File: src/rtl/vid_pkg.sv
// Shared definitions for the vid_io pattern generator.
// Holds pattern codes, bar colours ({r,b,g} packing), RGB field offsets and
// default 720p timing.
package vid_pkg;

  localparam int unsigned RGB_W     = 24;
  localparam int unsigned RED_LSB   = 16;
  localparam int unsigned BLUE_LSB  = 8;
  localparam int unsigned GREEN_LSB = 0;

  localparam logic [2:0] PAT_BARS    = 3'd0;
  localparam logic [2:0] PAT_RAMP    = 3'd1;
  localparam logic [2:0] PAT_CHECKER = 3'd2;
  localparam logic [2:0] PAT_SOLID   = 3'd3;
  localparam logic [2:0] PAT_MOVE    = 3'd4;

  localparam logic [RGB_W-1:0] COL_WHITE   = 24'hFFFFFF;
  localparam logic [RGB_W-1:0] COL_YELLOW  = 24'hFF00FF;
  localparam logic [RGB_W-1:0] COL_CYAN    = 24'h00FFFF;
  localparam logic [RGB_W-1:0] COL_GREEN   = 24'h0000FF;
  localparam logic [RGB_W-1:0] COL_MAGENTA = 24'hFFFF00;
  localparam logic [RGB_W-1:0] COL_RED     = 24'hFF0000;
  localparam logic [RGB_W-1:0] COL_BLUE    = 24'h00FF00;
  localparam logic [RGB_W-1:0] COL_BLACK   = 24'h000000;

  // Index 0 is the leftmost bar.
  localparam logic [7:0][RGB_W-1:0] BAR_COLOURS = {
    COL_BLACK, COL_BLUE, COL_RED, COL_MAGENTA,
    COL_GREEN, COL_CYAN, COL_YELLOW, COL_WHITE
  };

  localparam int unsigned DEF_H_ACTIVE = 1280;
  localparam int unsigned DEF_H_FP     = 110;
  localparam int unsigned DEF_H_SYNC   = 40;
  localparam int unsigned DEF_H_BP     = 220;
  localparam int unsigned DEF_V_ACTIVE = 720;
  localparam int unsigned DEF_V_FP     = 5;
  localparam int unsigned DEF_V_SYNC   = 5;
  localparam int unsigned DEF_V_BP     = 20;

  function automatic logic [RGB_W-1:0] pack_rgb(input logic [7:0] r,
                                                 input logic [7:0] b,
                                                 input logic [7:0] g);
    logic [RGB_W-1:0] rgb;
    rgb = '0;
    rgb[RED_LSB   +: 8] = r;
    rgb[BLUE_LSB  +: 8] = b;
    rgb[GREEN_LSB +: 8] = g;
    return rgb;
  endfunction

endpackage

File: src/rtl/vid_timing_gen.sv
// Video timing core: h/v counters, IDLE/RUN FSM, registered sync/VDE,
// frame_start pulse and completed-frame counter.
// Ports:
//   clk, n_rst     pixel clock, synchronous active-low reset
//   en_i           run request, acted on only at frame boundaries
//   hcount_o       current horizontal counter
//   vcount_o       current vertical counter
//   run_c_o        FSM is in RUN (decoded from state)
//   sof_c_o        counters at (0,0) while running
//   eof_c_o        counters at last frame cycle while running
//   hsync_o, vsync_o, vde_o, frame_start_o, frame_count_o  registered outputs
module vid_timing_gen
  import vid_pkg::*;
#(
  parameter int unsigned H_ACTIVE = DEF_H_ACTIVE,
  parameter int unsigned H_FP     = DEF_H_FP,
  parameter int unsigned H_SYNC   = DEF_H_SYNC,
  parameter int unsigned H_BP     = DEF_H_BP,
  parameter int unsigned V_ACTIVE = DEF_V_ACTIVE,
  parameter int unsigned V_FP     = DEF_V_FP,
  parameter int unsigned V_SYNC   = DEF_V_SYNC,
  parameter int unsigned V_BP     = DEF_V_BP,
  parameter int unsigned SYNC_POL = 1,
  parameter int unsigned HCW      = $clog2(H_ACTIVE + H_FP + H_SYNC + H_BP),
  parameter int unsigned VCW      = $clog2(V_ACTIVE + V_FP + V_SYNC + V_BP)
) (
  input  logic           clk,
  input  logic           n_rst,
  input  logic           en_i,
  output logic [HCW-1:0] hcount_o,
  output logic [VCW-1:0] vcount_o,
  output logic           run_c_o,
  output logic           sof_c_o,
  output logic           eof_c_o,
  output logic           hsync_o,
  output logic           vsync_o,
  output logic           vde_o,
  output logic           frame_start_o,
  output logic [15:0]    frame_count_o
);

  localparam int unsigned H_TOTAL = H_ACTIVE + H_FP + H_SYNC + H_BP;
  localparam int unsigned V_TOTAL = V_ACTIVE + V_FP + V_SYNC + V_BP;
  localparam logic SYNC_ACT  = (SYNC_POL != 0);
  localparam logic SYNC_IDLE = ~SYNC_ACT;

  typedef enum logic {ST_IDLE, ST_RUN} state_e;

  state_e         state_q;
  logic [HCW-1:0] h_q;
  logic [VCW-1:0] v_q;
  logic           hsync_q, vsync_q, vde_q, fs_q;
  logic [15:0]    fcnt_q;

  logic h_last, v_last, hs_act, vs_act, vde_act, run;

  // Counter position decodes for the current cycle.
  always_comb begin
    run     = (state_q == ST_RUN);
    h_last  = (h_q == HCW'(H_TOTAL - 1));
    v_last  = (v_q == VCW'(V_TOTAL - 1));
    hs_act  = (h_q >= HCW'(H_ACTIVE + H_FP)) &&
              (h_q <  HCW'(H_ACTIVE + H_FP + H_SYNC));
    vs_act  = (v_q >= VCW'(V_ACTIVE + V_FP)) &&
              (v_q <  VCW'(V_ACTIVE + V_FP + V_SYNC));
    vde_act = (h_q < HCW'(H_ACTIVE)) && (v_q < VCW'(V_ACTIVE));
  end

  // FSM, counters and registered timing outputs.
  always_ff @(posedge clk) begin
    if (!n_rst) begin
      state_q <= ST_IDLE;
      h_q     <= '0;
      v_q     <= '0;
      hsync_q <= SYNC_IDLE;
      vsync_q <= SYNC_IDLE;
      vde_q   <= 1'b0;
      fs_q    <= 1'b0;
      fcnt_q  <= '0;
    end else begin
      hsync_q <= SYNC_IDLE;
      vsync_q <= SYNC_IDLE;
      vde_q   <= 1'b0;
      fs_q    <= 1'b0;
      case (state_q)
        ST_IDLE: begin
          h_q <= '0;
          v_q <= '0;
          if (en_i) state_q <= ST_RUN;
        end
        ST_RUN: begin
          hsync_q <= hs_act ? SYNC_ACT : SYNC_IDLE;
          vsync_q <= vs_act ? SYNC_ACT : SYNC_IDLE;
          vde_q   <= vde_act;
          fs_q    <= (h_q == '0) && (v_q == '0);
          if (h_last) begin
            h_q <= '0;
            if (v_last) begin
              // Frame always completes; en only decides whether another follows.
              v_q    <= '0;
              fcnt_q <= fcnt_q + 16'd1;
              if (!en_i) state_q <= ST_IDLE;
            end else begin
              v_q <= v_q + VCW'(1);
            end
          end else begin
            h_q <= h_q + HCW'(1);
          end
        end
      endcase
    end
  end

  assign hcount_o      = h_q;
  assign vcount_o      = v_q;
  assign run_c_o       = run;
  assign sof_c_o       = run && (h_q == '0) && (v_q == '0);
  assign eof_c_o       = run && h_last && v_last;
  assign hsync_o       = hsync_q;
  assign vsync_o       = vsync_q;
  assign vde_o         = vde_q;
  assign frame_start_o = fs_q;
  assign frame_count_o = fcnt_q;

endmodule

File: src/rtl/vid_pattern_gen.sv
// Test-pattern source for the vid_io pixel interface.
// Wraps vid_timing_gen and adds per-frame pattern latching, the divider-free
// bar index, the moving-bar position and the registered pixel data.
// Ports:
//   clk, n_rst      pixel clock, synchronous active-low reset
//   en              run request, acted on at frame boundaries
//   pattern_sel     0 bars, 1 ramp, 2 checker, 3 solid, 4 moving bar, else black
//   solid_colour    colour for the solid pattern, {r,b,g}
//   o_vid_data      pixel data, 0 outside active video
//   o_vid_hsync, o_vid_vsync, o_vid_VDE  timing
//   o_frame_start   pulse with pixel (0,0)
//   o_frame_count   completed frames, wrapping
module vid_pattern_gen
  import vid_pkg::*;
#(
  parameter int unsigned DATA_WIDTH = 24,
  parameter int unsigned H_ACTIVE   = DEF_H_ACTIVE,
  parameter int unsigned H_FP       = DEF_H_FP,
  parameter int unsigned H_SYNC     = DEF_H_SYNC,
  parameter int unsigned H_BP       = DEF_H_BP,
  parameter int unsigned V_ACTIVE   = DEF_V_ACTIVE,
  parameter int unsigned V_FP       = DEF_V_FP,
  parameter int unsigned V_SYNC     = DEF_V_SYNC,
  parameter int unsigned V_BP       = DEF_V_BP,
  parameter int unsigned SYNC_POL   = 1,
  parameter int unsigned MOVE_W     = 16,
  parameter int unsigned MOVE_STEP  = 4
) (
  input  logic                  clk,
  input  logic                  n_rst,
  input  logic                  en,
  input  logic [2:0]            pattern_sel,
  input  logic [23:0]           solid_colour,
  output logic [DATA_WIDTH-1:0] o_vid_data,
  output logic                  o_vid_hsync,
  output logic                  o_vid_vsync,
  output logic                  o_vid_VDE,
  output logic                  o_frame_start,
  output logic [15:0]           o_frame_count
);

  localparam int unsigned H_TOTAL = H_ACTIVE + H_FP + H_SYNC + H_BP;
  localparam int unsigned V_TOTAL = V_ACTIVE + V_FP + V_SYNC + V_BP;
  localparam int unsigned HCW     = $clog2(H_TOTAL);
  localparam int unsigned VCW     = $clog2(V_TOTAL);
  localparam int unsigned BW      = H_ACTIVE / 8;
  localparam int unsigned BCW     = (BW > 1) ? $clog2(BW) : 1;

  logic [HCW-1:0]   hcount;
  logic [VCW-1:0]   vcount;
  logic             run, sof, eof;

  logic [2:0]       pat_q;
  logic [RGB_W-1:0] sol_q;
  logic [BCW-1:0]   bcnt_q;
  logic [2:0]       bidx_q;
  logic [HCW-1:0]   bar_pos_q;
  logic [DATA_WIDTH-1:0] data_q;

  logic [2:0]       pat_c;
  logic [RGB_W-1:0] sol_c;
  logic [RGB_W-1:0] pix_c;
  logic             vde_c;
  logic [31:0]      bp_sum;
  logic [DATA_WIDTH-1:0] data_d;

  vid_timing_gen #(
    .H_ACTIVE (H_ACTIVE), .H_FP (H_FP), .H_SYNC (H_SYNC), .H_BP (H_BP),
    .V_ACTIVE (V_ACTIVE), .V_FP (V_FP), .V_SYNC (V_SYNC), .V_BP (V_BP),
    .SYNC_POL (SYNC_POL), .HCW (HCW), .VCW (VCW)
  ) u_timing (
    .clk           (clk),
    .n_rst         (n_rst),
    .en_i          (en),
    .hcount_o      (hcount),
    .vcount_o      (vcount),
    .run_c_o       (run),
    .sof_c_o       (sof),
    .eof_c_o       (eof),
    .hsync_o       (o_vid_hsync),
    .vsync_o       (o_vid_vsync),
    .vde_o         (o_vid_VDE),
    .frame_start_o (o_frame_start),
    .frame_count_o (o_frame_count)
  );

  // Pixel (0,0) already uses the selection being latched on that cycle.
  always_comb begin
    pat_c = sof ? pattern_sel  : pat_q;
    sol_c = sof ? solid_colour : sol_q;
  end

  // Per-frame latch of the pattern selection.
  always_ff @(posedge clk) begin
    if (!n_rst) begin
      pat_q <= PAT_BARS;
      sol_q <= '0;
    end else if (sof) begin
      pat_q <= pattern_sel;
      sol_q <= solid_colour;
    end
  end

  // Bar index tracks hcount by counting BW pixels per bar; saturates at 7.
  always_ff @(posedge clk) begin
    if (!n_rst || !run || (hcount == HCW'(H_TOTAL - 1))) begin
      bcnt_q <= '0;
      bidx_q <= '0;
    end else if (bcnt_q == BCW'(BW - 1)) begin
      bcnt_q <= '0;
      if (bidx_q != 3'd7) bidx_q <= bidx_q + 3'd1;
    end else begin
      bcnt_q <= bcnt_q + BCW'(1);
    end
  end

  // Moving-bar position advances once per frame, restarting at the left edge.
  assign bp_sum = 32'(bar_pos_q) + MOVE_STEP;

  always_ff @(posedge clk) begin
    if (!n_rst) begin
      bar_pos_q <= '0;
    end else if (eof) begin
      bar_pos_q <= (bp_sum >= H_ACTIVE) ? '0 : HCW'(bp_sum);
    end
  end

  // Pixel colour for the current counters.
  always_comb begin
    pix_c = COL_BLACK;
    vde_c = run && (hcount < HCW'(H_ACTIVE)) && (vcount < VCW'(V_ACTIVE));
    if (vde_c) begin
      case (pat_c)
        PAT_BARS:    pix_c = BAR_COLOURS[bidx_q];
        PAT_RAMP:    pix_c = pack_rgb(8'(hcount), 8'h00, 8'(vcount));
        PAT_CHECKER: pix_c = ((((32'(hcount) ^ 32'(vcount)) >> 4) & 32'd1) != 32'd0)
                             ? COL_WHITE : COL_BLACK;
        PAT_SOLID:   pix_c = sol_c;
        PAT_MOVE:    pix_c = ((32'(hcount) >= 32'(bar_pos_q)) &&
                              (32'(hcount) <  32'(bar_pos_q) + MOVE_W))
                             ? COL_WHITE : COL_BLACK;
        default:     pix_c = COL_BLACK;
      endcase
    end
    data_d = DATA_WIDTH'(pix_c);
  end

  always_ff @(posedge clk) begin
    if (!n_rst) data_q <= '0;
    else        data_q <= data_d;
  end

  assign o_vid_data = data_q;

endmodule

File: config.mk
export PLATFORM = sky130hd
export DESIGN_NAME = vid_pattern_gen
export DESIGN_NICKNAME = d
export VERILOG_FILES = /design/src/rtl/vid_pkg.sv /design/src/rtl/vid_timing_gen.sv /design/src/rtl/vid_pattern_gen.sv
export SDC_FILE = /design/constraint.sdc
export NUM_CORES = 1
export LEC_CHECK = 0
export CELL_PAD_IN_SITES_DETAIL_PLACEMENT = 1
export CELL_PAD_IN_SITES_GLOBAL_PLACEMENT = 1
export CORE_MARGIN = 3
export CORE_UTILIZATION = 42
export DETAILED_ROUTE_END_ITERATION = 7
export GPL_ROUTABILITY_DRIVEN = 0
export GPL_TIMING_DRIVEN = 0
export HOLD_SLACK_MARGIN = 0.05
export PLACE_DENSITY_LB_ADDON = 0.1
export SLEW_MARGIN = 10
export SYNTH_ARGS = -nofsm -noshare
export SYNTH_HDL_FRONTEND = slang
export SYNTH_SLANG_ARGS = --single-unit
File: constraint.sdc
create_clock -name clk -period 3.2 [get_ports clk]
set_input_delay 0.96 -clock clk [delete_from_list [all_inputs] [get_ports clk]]
set_output_delay 0.96 -clock clk [all_outputs]
set_load 0.1 [all_outputs]
# Yosys cells after proc, flatten, opt, wreduce, memory -nomap -nowiden

Memories as Yosys holds them, arrays and structs flattened. A register that Yosys moved wholly into a read port is not among the register bits.
Cells that the tools add are included.

$mul: 0
Reductions and logical operators: 23
Shift operators: 0
Equality and inequality tests: 9
Bitwise logic cells: 2
Add/subtract/negate cells: 7
$lt $le $gt $ge: 10
Divide/modulo/power cells: 0
Multiplexer cells: 20

Operators with widths:

| kind                                                                     | count |
|---|---|
| 24-bit case mux with 5 select lines                                      | 1 |
| 24-bit two-way mux                                                       | 4 |
| 11-bit less-than comparator (second input constant)                      | 2 |
| 11-bit two-way mux                                                       | 2 |
| 11-bit case mux with 2 select lines                                      | 1 |
| 10-bit less-than comparator (second input constant)                      | 2 |
| 10-bit two-way mux                                                       | 2 |
| 10-bit case mux with 2 select lines                                      | 1 |
| 16-bit by 1-bit adder with 16-bit output (second input constant)         | 1 |
| 11-bit by 3-bit adder with 12-bit output (second input constant)         | 1 |
| 11-bit by 5-bit adder with 12-bit output (second input constant)         | 1 |
| 12-bit by 11-bit >= comparator with 1-bit output (second input constant) | 1 |
| 11-bit by 12-bit less-than comparator with 1-bit output                  | 1 |
| 11-bit by 1-bit adder with 11-bit output (second input constant)         | 1 |
| 11-bit == test (second input constant)                                   | 1 |
| 11-bit >= comparator                                                     | 1 |
| 11-bit >= comparator (second input constant)                             | 1 |
| 1-bit logical AND                                                        | 11 |
| 11-bit zero test                                                         | 1 |
| 10-bit by 1-bit adder with 10-bit output (second input constant)         | 1 |
| 10-bit == test (second input constant)                                   | 1 |
| 10-bit >= comparator (second input constant)                             | 1 |
| 10-bit zero test                                                         | 1 |
| 3-bit two-way mux                                                        | 3 |
| 19 further kinds                                                         | 28 |

Word-level logic and storage cells: 86
Latch bits: 0
Memories: 1
Memory bits (read-only): 192
Bits in writable memories: 0
Input bits: 30
Register bits: 115

Memories:

| name            | depth | width | rd ports | clocked after memory_dff | wr ports | RTL line               | source |
|---|---|---|---|---|---|---|---|
| (no name shown) | 8     | 24    | 1        | 1                        | 0        | vid_pattern_gen.sv:134 | `PAT_BARS: pix_c = BAR_COLOURS[bidx_q];` |

# Depth between registers and ports, before layout

Gate-level depths: netlist of the first run.

Depth after elaboration: 6
Depth in mapped cells: 11
Gate-level depth less buffers: 10

# Hierarchy

Synthesis of the first run repeated with hierarchy kept, for this count alone.

Cells, all modules: 645
Area, all modules: 5873.1 µm²

Modules (own cells, without submodules):

| module          | area an instance (µm²) | instances | cells an instance | seq. area each (µm²) |
|---|---|---|---|---|
| vid_pattern_gen | 3641.0                 | 1         | 384               | 1481.4 |
| vid_timing_gen  | 2232.1                 | 1         | 261               | 840.8 |

# Least setup slack after synthesis of the first run

OpenSTA, ideal clock, no wires.

Path kind: register -> register
From: register u_timing.h_q[4], in the netlist u_timing.hcount_o[4]
To: register data_q[2], in the netlist o_vid_data[2]
Clock period less this slack: 2.387 ns
Arrival: 2.257 ns
Library setup time: 0.130 ns
Buffers on the path: 2
Stages on the path, launching flop included: 8
Slack: 0.813 ns
Required time: 3.070 ns
Path through: dfxtp_1 > buf_2 > or4_1 > nor3_1 > nand2_1 > o211ai_2 > clkbuf_1 > o22ai_1

Cells in the longest elaborated chain, start to end: 6

Ends and longest elaborated chain:

| what                                                                                                            | RTL line               | source |
|---|---|---|
| start, declared                                                                                                 | vid_timing_gen.sv:50   | `logic [HCW-1:0] h_q;` |
| start signal, assigned                                                                                          | vid_timing_gen.sv:107  | `h_q <= h_q + HCW'(1);` |
| parallel branches: the longest is 6 deep, another holds 11-bit by 12-bit less-than comparator with 1-bit output | -                      |  |
| end signal, assigned                                                                                            | vid_pattern_gen.sv:150 | `else data_q <= data_d;` |
| end, declared                                                                                                   | vid_pattern_gen.sv:58  | `logic [DATA_WIDTH-1:0] data_q;` |

Parallel ways; which one is timed is not known.
A chain may end at the register's enable or synchronous reset.

# Final worst setup path of the first run

From: input n_rst
To: register data_q[1], in the netlist o_vid_data[1]

Cells in the longest elaborated chain, start to end: 1

Ends and longest elaborated chain:

| what                          | RTL line              | source |
|---|---|---|
| start, declared               | vid_pattern_gen.sv:30 | `input logic n_rst,` |
| 2-bit AND reduction (no line) | -                     |  |

No other way between the ends.

==> impl_summary.log, run 1 <==
[metrics] worst-margin pin slew: 994 ps
[metrics] cell count of the worst hold path: 2
[metrics] count of buffers from port buffering: 73
[metrics] Reg2Reg Depth: 8
[metrics] count of antenna diodes in the layout: 0
[metrics] reg-to-reg startpoint: u_timing.hcount_o[3]$_SDFF_PP0_
[metrics] leading post-synthesis cells by cell area: sky130_fd_sc_hd__dfxtp_1 (41%), sky130_fd_sc_hd__ha_1 (6.4%), sky130_fd_sc_hd__xnor2_1 (5.0%), sky130_fd_sc_hd__nand2_1 (4.6%), sky130_fd_sc_hd__o22ai_1 (3.6%)
[metrics] total vias in the final route: 5319
[metrics] Reg-to-Reg End: u_timing.frame_count_o[10]$_SDFFE_PN0P_
[metrics] number of max-slew violations in the final report: 0
[metrics] share of synthesized cell area in and, or, nand and nor gates: 0.230
[metrics] time the final worst path needs with I/O delays and setup: 3020 ps
[metrics] effective utilization at floorplan: 0.439
[metrics] ys async rst share: 0
[metrics] Netlist cell types: 53
[metrics] fraction of layout instances using a drive strength above 1: 0.0750
[metrics] Max-cap violations: 0
[metrics] main combinational cell family by area after synthesis: simple AND/OR/NAND/NOR gates
[metrics] most frequently used cell type in the post-synthesis netlist: sky130_fd_sc_hd__dfxtp_1
[metrics] area of the core: 0.0129 sq mm
[metrics] Setup Slack @ Placement: -262 ps
[metrics] drt via density: 5.71
[metrics] count of standard-cell rows: 41
[metrics] Placed Cells: 901
[metrics] Sinks on Clock Net: 116
[metrics] DRC Markers: 0
[metrics] clock tree from TritonCTS: built
[metrics] Avg WL per Cell: 18.6 um
[metrics] fraction of post-synthesis cell area in the top cell type by area: 0.411
[metrics] cell area after layout: 0.00723 sq mm
[metrics] CTS H-tree depth: 4
[metrics] leakage power figure: 2.68 nW
[metrics] clock-pin slew of the registers on the worst-case setup and hold paths: 50 ps
[metrics] CTS root buf: sky130_fd_sc_hd__clkbuf_16
[metrics] CP Launch Type: primary input
[metrics] Worst EP required: 3530 ps
[metrics] number of antenna violations at the first check in global routing: 0
[metrics] overall overflow remaining after global route: 0
[metrics] die area: 0.0149 sq mm
[metrics] number of global-route vias before repair: 5538
[metrics] worst relative slew slack: 0.335
[metrics] number of endpoints failing setup at the final stage: 0
[metrics] count of boundary I/O pins: 74
[metrics] summed instance area of the synthesized netlist: 0.00566 sq mm
[metrics] dominant register cell in the synthesized netlist: sky130_fd_sc_hd__dfxtp_1
[metrics] count of final hold-check violations: 0
[metrics] total CTS buffers: 17
[metrics] number of nets in the synthesized netlist: 715
[metrics] areal power density over the cells: 531 mW/mm^2
[metrics] total number of yosys warnings: 0
[metrics] average footprint of a synthesized cell: 8.62 sq um
[metrics] critical-path maximum fanout: 10
[metrics] width of the chip: 122 um
[metrics] crit path capture type: flop
[metrics] fin worst setup slack: 183 ps
[metrics] number of enable-type register cells in the synthesized netlist: 0
[metrics] count of placed standard cells in the final layout, fillers left out: 932
[metrics] worst vdd rail ir drop: 0.299 mV
[metrics] number of synthesized register bits: 116
[metrics] setup skew after layout: 7.55 ps
[metrics] first-pass GRT wire length: 28000 um
[metrics] R2R setup slack: 230 ps
[metrics] most common library cells after synthesis: sky130_fd_sc_hd__dfxtp_1 (116), sky130_fd_sc_hd__nand2_1 (70), sky130_fd_sc_hd__nor2_1 (47)
[metrics] startpoint of the lowest-slack hold path: sol_q[3]$_SDFF_PN0_
[metrics] mux contribution to synthesized area: 0.0217
[metrics] Worst Hold Endpoint: sol_q[3]$_SDFF_PN0_
[metrics] core utilization of the finished layout: 0.562
[metrics] overall track demand over capacity in global routing: 0.242
[metrics] layout-stage area growth over the synthesis result: 27.8%
[metrics] post-synthesis cell type with the largest combined area: sky130_fd_sc_hd__dfxtp_1
[metrics] highest achievable clock rate: 331 MHz
[metrics] class of the tightest hold or removal check: flop to flop
[metrics] DP HPWL: 12700 um
[metrics] Layout fillers: 1486
[metrics] xor/xnor share of the synthesized area: 0.0666
[metrics] post-synthesis adder-cell area fraction: 0.0641
[metrics] initial DRC count: 403
[metrics] detailed-routing iteration count for the pre-antenna-repair pass: 5
[metrics] Final Power: 0.00384 W
[metrics] Final ANT Viol Nets: 0
[metrics] post-placement cell area: 0.00660 sq mm
[metrics] share of the synthesized area in compound gates (AO/OA/AOI/OAI): 0.169
[metrics] period utilization: 0.943
[metrics] detailed-route wire length: 17400 um
[metrics] Max clock buf depth: 2
[metrics] number of cells produced by synthesis: 656
[metrics] height of the chip: 122 um
[metrics] portion of the post-synthesis area used by sequential elements: 0.411
[metrics] NumNets Final: 807
[metrics] status: complete, no violations
[metrics] critical path arrival: 3350 ps
[metrics] pin count of the biggest net entering global routing: 17
[metrics] clock network latency to the later pin of the worst-skew pair: 410 ps
[metrics] buffer count from post-CTS setup fixing: 0
[metrics] worst setup path class: primary input to flop
## registers in the layout, summed over array words and instances (netlist names), named ones only
signal / count
u_timing.vde_o: 1
u_timing.hsync_o: 1
bar_pos_q: 9
bcnt_q: 8
u_timing.vcount_o: 10
u_timing.frame_count_o: 16
bidx_q: 3
pat_q: 3
u_timing.vsync_o: 1
o_vid_data: 24
sol_q: 24
u_timing.hcount_o: 11
u_timing.frame_start_o: 1
u_timing.run_c_o: 1
## critical path: stages
cell,delay [ps]
sky130_fd_sc_hd__clkdlybuf4s50_1,570
sky130_fd_sc_hd__and2_1,150
sky130_fd_sc_hd__clkbuf_1,320
sky130_fd_sc_hd__and3_1,330
sky130_fd_sc_hd__a21boi_2,310
sky130_fd_sc_hd__clkbuf_1,300
sky130_fd_sc_hd__o21ai_0,240
sky130_fd_sc_hd__o22ai_1,150
## layout make-up
| type | instances | area, sq um | area share |
|---|---|---|---|
| plain buffers | 31 | 134 | 0.0185 |
| clock buffers | 23 | 498 | 0.0689 |
| clock inverters | 8 | 98.8 | 0.0137 |
| inverters | 21 | 78.8 | 0.0109 |
| multi-input cells | 488 | 3150 | 0.436 |
| flip-flops and latches | 116 | 2320 | 0.321 |
| well taps | 172 | 215 | 0.0298 |
| repair buffers | 73 | 731 | 0.101 |
## placed cells by master, fill, tap and decap left out, drive strengths merged, types with 12 or more instances in the layout
cell type and n:
a31oi 12, and3 18, xnor2 32, ha 29, and2 17, clkbuf 45, nand4 15, nor2b 15
nand2 72, nand3 30, clkdlybuf4s50 73, dfxtp 116, a21boi 24, inv 21, o21ai 43, o22ai 33
nor2 47
## where the power goes
part | internal (W) | leakage, nW | switching, W
Clock | 0.00124 | 0.291 | 0.000650
Combinational | 0.000131 | 1.45 | 0.000305
Sequential | 0.00149 | 0.942 | 0.0000216
## stage by stage
stage	hold WS, ps	TNS, ps
floorplan	426	0
global placement	446	-1190
detailed placement	461	-2380
CTS	469	0
global route	495	-11.3
finish	465	0
## how the worst max path moves through the flow
stage,start,end,slack (ps),depth (start not counted)
after floorplan,u_timing.hcount_o[4]$_SDFF_PP0_,o_vid_data[2]$_SDFF_PN0_,810,7
after global placement,n_rst,o_vid_data[2]$_SDFF_PN0_,-150,8
after detailed placement,n_rst,o_vid_data[3]$_SDFF_PN0_,-260,8
after CTS,u_timing.hcount_o[0]$_SDFF_PP0_,sol_q[19]$_SDFF_PN0_,70,10
after global routing,u_timing.hcount_o[0]$_SDFF_PP0_,o_vid_data[3]$_SDFF_PN0_,-10,10
final,n_rst,o_vid_data[1]$_SDFF_PN0_,180,8
## what timing repair did
action	in CTS	in global routing
hold buffers	0	0
gates resized for setup	0	11
setup endpoints to repair	0	32
## cell families (layout without fill, tap and decap cells)
group	Yosys count	after routing
flops	116	116
buf+inv	52	156
xor+xnor	43	43
simple gates	254	254
compound gates	150	150
mux	12	12
fa+ha+maj	29	29
## per-layer routing
metal	vias to the layer above	wire length, um	GRT usage
met1	2594	7560	0.294
li1	2531	-	-
met2	148	8520	0.416
met3	46	701	0.0478
met5	-	0	0
met4	0	581	0.107
No activity file was read; power rests on OpenSTA's default activity.
==> run 2: changes to the inputs <==
- CORE_UTILIZATION: 42 -> 48
- DONT_BUFFER_PORTS: default -> 1
==> run 2 against run 1 <==
Register-to-register slack hardly changed; cell area is 11% lower; final cell count is 11% lower; worst hold slack worse by 9.8 ps; die area is 12% lower; critical path depth stayed put; highest routed layer unchanged.
==> impl_summary.log, run 2 (synthesis results as in run 1) <==
[metrics] DRC Markers: 0
[metrics] met1 track demand over resource: 0.323
[metrics] pin count of the biggest net entering global routing: 17
[metrics] worst vdd rail ir drop: 0.507 mV
[metrics] internal power: 0.00282 W
[metrics] number of max-slew violations in the final report: 0
[metrics] NumNets Final: 734
[metrics] unrepaired setup endpoints after global routing: false
[metrics] count of final hold-check violations: 0
[metrics] cell area after layout: 0.00647 sq mm
[metrics] setup TNS: 0 ps
[metrics] width of the chip: 115 um
[metrics] highest achievable clock rate: 336 MHz
[metrics] CTS root buf: sky130_fd_sc_hd__clkbuf_16
[metrics] count of boundary I/O pins: 74
[metrics] period utilization: 0.931
[metrics] most used cells in the layout excluding fill and tap cells: sky130_fd_sc_hd__dfxtp_1 (116), sky130_fd_sc_hd__nand2_1 (69), sky130_fd_sc_hd__nor2_1 (47)
[metrics] overall track demand over capacity in global routing: 0.253
[metrics] time the final worst path needs with I/O delays and setup: 2980 ps
[metrics] Final ANT Viol Nets: 0
[metrics] Layout fillers: 1366
[metrics] effective utilization at floorplan: 0.493
[metrics] drt via density: 5.96
[metrics] GR peak layer: met2
[metrics] storage element area: 0.00232 sq mm
[metrics] initial DRC count: 341
[metrics] net switching power of the design: 0.000965 W
[metrics] Avg WL per Cell: 19.1 um
[metrics] first-pass GRT wire length: 26100 um
[metrics] detailed-routing iteration count for the pre-antenna-repair pass: 5
[metrics] class of the tightest hold or removal check: flop to flop
[metrics] multi-input logic area: 0.00315 sq mm
[metrics] die area: 0.0131 sq mm
[metrics] CP Launch Type: flop
[metrics] fraction of power consumed by sequential logic: 0.439
[metrics] number of global-route vias before repair: 5098
[metrics] clock tree from TritonCTS: built
[metrics] GR met3 Demand/Resource: 0.0581
[metrics] total CTS buffers: 17
[metrics] DP HPWL: 11600 um
[metrics] total vias in the final route: 4949
[metrics] number of endpoints failing setup at the final stage: 0
[metrics] overall overflow remaining after global route: 0
[metrics] clock network latency to the later pin of the worst-skew pair: 420 ps
[metrics] switching part of the total: 0.255
[metrics] worst-margin pin slew: 1100 ps
[metrics] part of the power in the clock network: 0.508
[metrics] met2 demand-to-capacity share in global routing: 0.417
[metrics] Max clock buf depth: 2
[metrics] count of buffers from port buffering: 0
[metrics] count of standard-cell rows: 39
[metrics] CTS H-tree depth: 4
[metrics] layout-stage area growth over the synthesis result: 14.4%
[metrics] combinational group share of total power: 0.053
[metrics] detailed-route wire length: 15900 um
[metrics] clock-pin slew of the registers on the worst-case setup and hold paths: 50 ps
[metrics] Worst EP required: 3470 ps
[metrics] crit path capture type: flop
[metrics] worst setup path class: flop to flop
[metrics] leakage power figure: 2.42 nW
[metrics] most frequent standard cell in the layout excluding fill and tap cells: sky130_fd_sc_hd__dfxtp_1
[metrics] Max-cap violations: 0
[metrics] critical path arrival: 3250 ps
[metrics] fraction of layout instances using a drive strength above 1: 0.0799
[metrics] status: complete, no violations
[metrics] worst relative slew slack: 0.264
[metrics] count of antenna diodes in the layout: 0
[metrics] areal power density over the cells: 585 mW/mm^2
[metrics] number of antenna violations at the first check in global routing: 0
[metrics] area of the core: 0.0115 sq mm
[metrics] critical-path maximum fanout: 8
[metrics] height of the chip: 115 um
[metrics] post-placement cell area: 0.00584 sq mm
[metrics] setup skew after layout: 9.27 ps
[metrics] Sinks on Clock Net: 116
## run 2: repair_timing
action,in CTS,in global routing
resized for setup,0,5
buffers inserted,0,0
endpoints found under the hold margin,0,0
endpoints found under the setup margin,0,31
hold buffers,0,0
## run 2: critical path, stage by stage (launching register included)
cell and delay [ps]:
sky130_fd_sc_hd__dfxtp_1 370, sky130_fd_sc_hd__inv_1 110, sky130_fd_sc_hd__ha_1 140, sky130_fd_sc_hd__nor4b_1 460, sky130_fd_sc_hd__nand2_1 310, sky130_fd_sc_hd__nor4_2 480, sky130_fd_sc_hd__mux2_2 410, sky130_fd_sc_hd__a22oi_2 390
sky130_fd_sc_hd__o22ai_1 160
## run 2: metrics by stage
step | std cells | power (W) | util | hold WS (ps) | setup slack [ps]
6_report | 831 | 0.00379 | 0.564 | 455 | 222
4_1_cts | 831 | 0.00381 | 0.562 | 463 | 128
3_5_place_dp | 799 | 0.00188 | 0.509 | 450 | 156
5_1_grt | 831 | 0.00393 | 0.564 | 499 | 3.42
2_1_floorplan | 656 | 0.00183 | - | 426 | 813
3_3_place_gp | 799 | 0.00188 | 0.509 | 446 | 196
## run 2: area by class of cell
cell class	count	share of cell area
clock buffers	24	0.0791
inverters	21	0.0122
multi-input cells	488	0.487
well taps	143	0.0277
clock inverters	8	0.0149
flip-flops and latches	116	0.359
plain buffers	31	0.0203
## run 2: worst paths after layout
path	slack [ps]	end	start	depth (start not counted)
setup / recovery	220	o_vid_data[7]$_SDFF_PN0_	u_timing.hcount_o[1]$_SDFF_PP0_	8
setup reg to reg	220	o_vid_data[7]$_SDFF_PN0_	u_timing.hcount_o[1]$_SDFF_PP0_	8
hold / removal	460	bcnt_q[0]$_SDFF_PP0_	bcnt_q[0]$_SDFF_PP0_	1
hold reg to reg	460	bcnt_q[0]$_SDFF_PP0_	bcnt_q[0]$_SDFF_PP0_	1
## run 2: power by group through the flow
stage	combinational [W]	sequential, W	clock (W)
2_1_floorplan	0.000143	0.00169	0
3_3_place_gp	0.000187	0.00169	0
3_5_place_dp	0.000192	0.00169	0
4_1_cts	0.000195	0.00166	0.00196
5_1_grt	0.000223	0.00167	0.00204
6_report	0.000200	0.00166	0.00192
## run 2: per-layer routing
layer | vias up | share of wire
met2 | 119 | 0.49
li1 | 2382 | -
met4 | 0 | 0.016
met5 | - | 0
met1 | 2425 | 0.44
met3 | 23 | 0.047
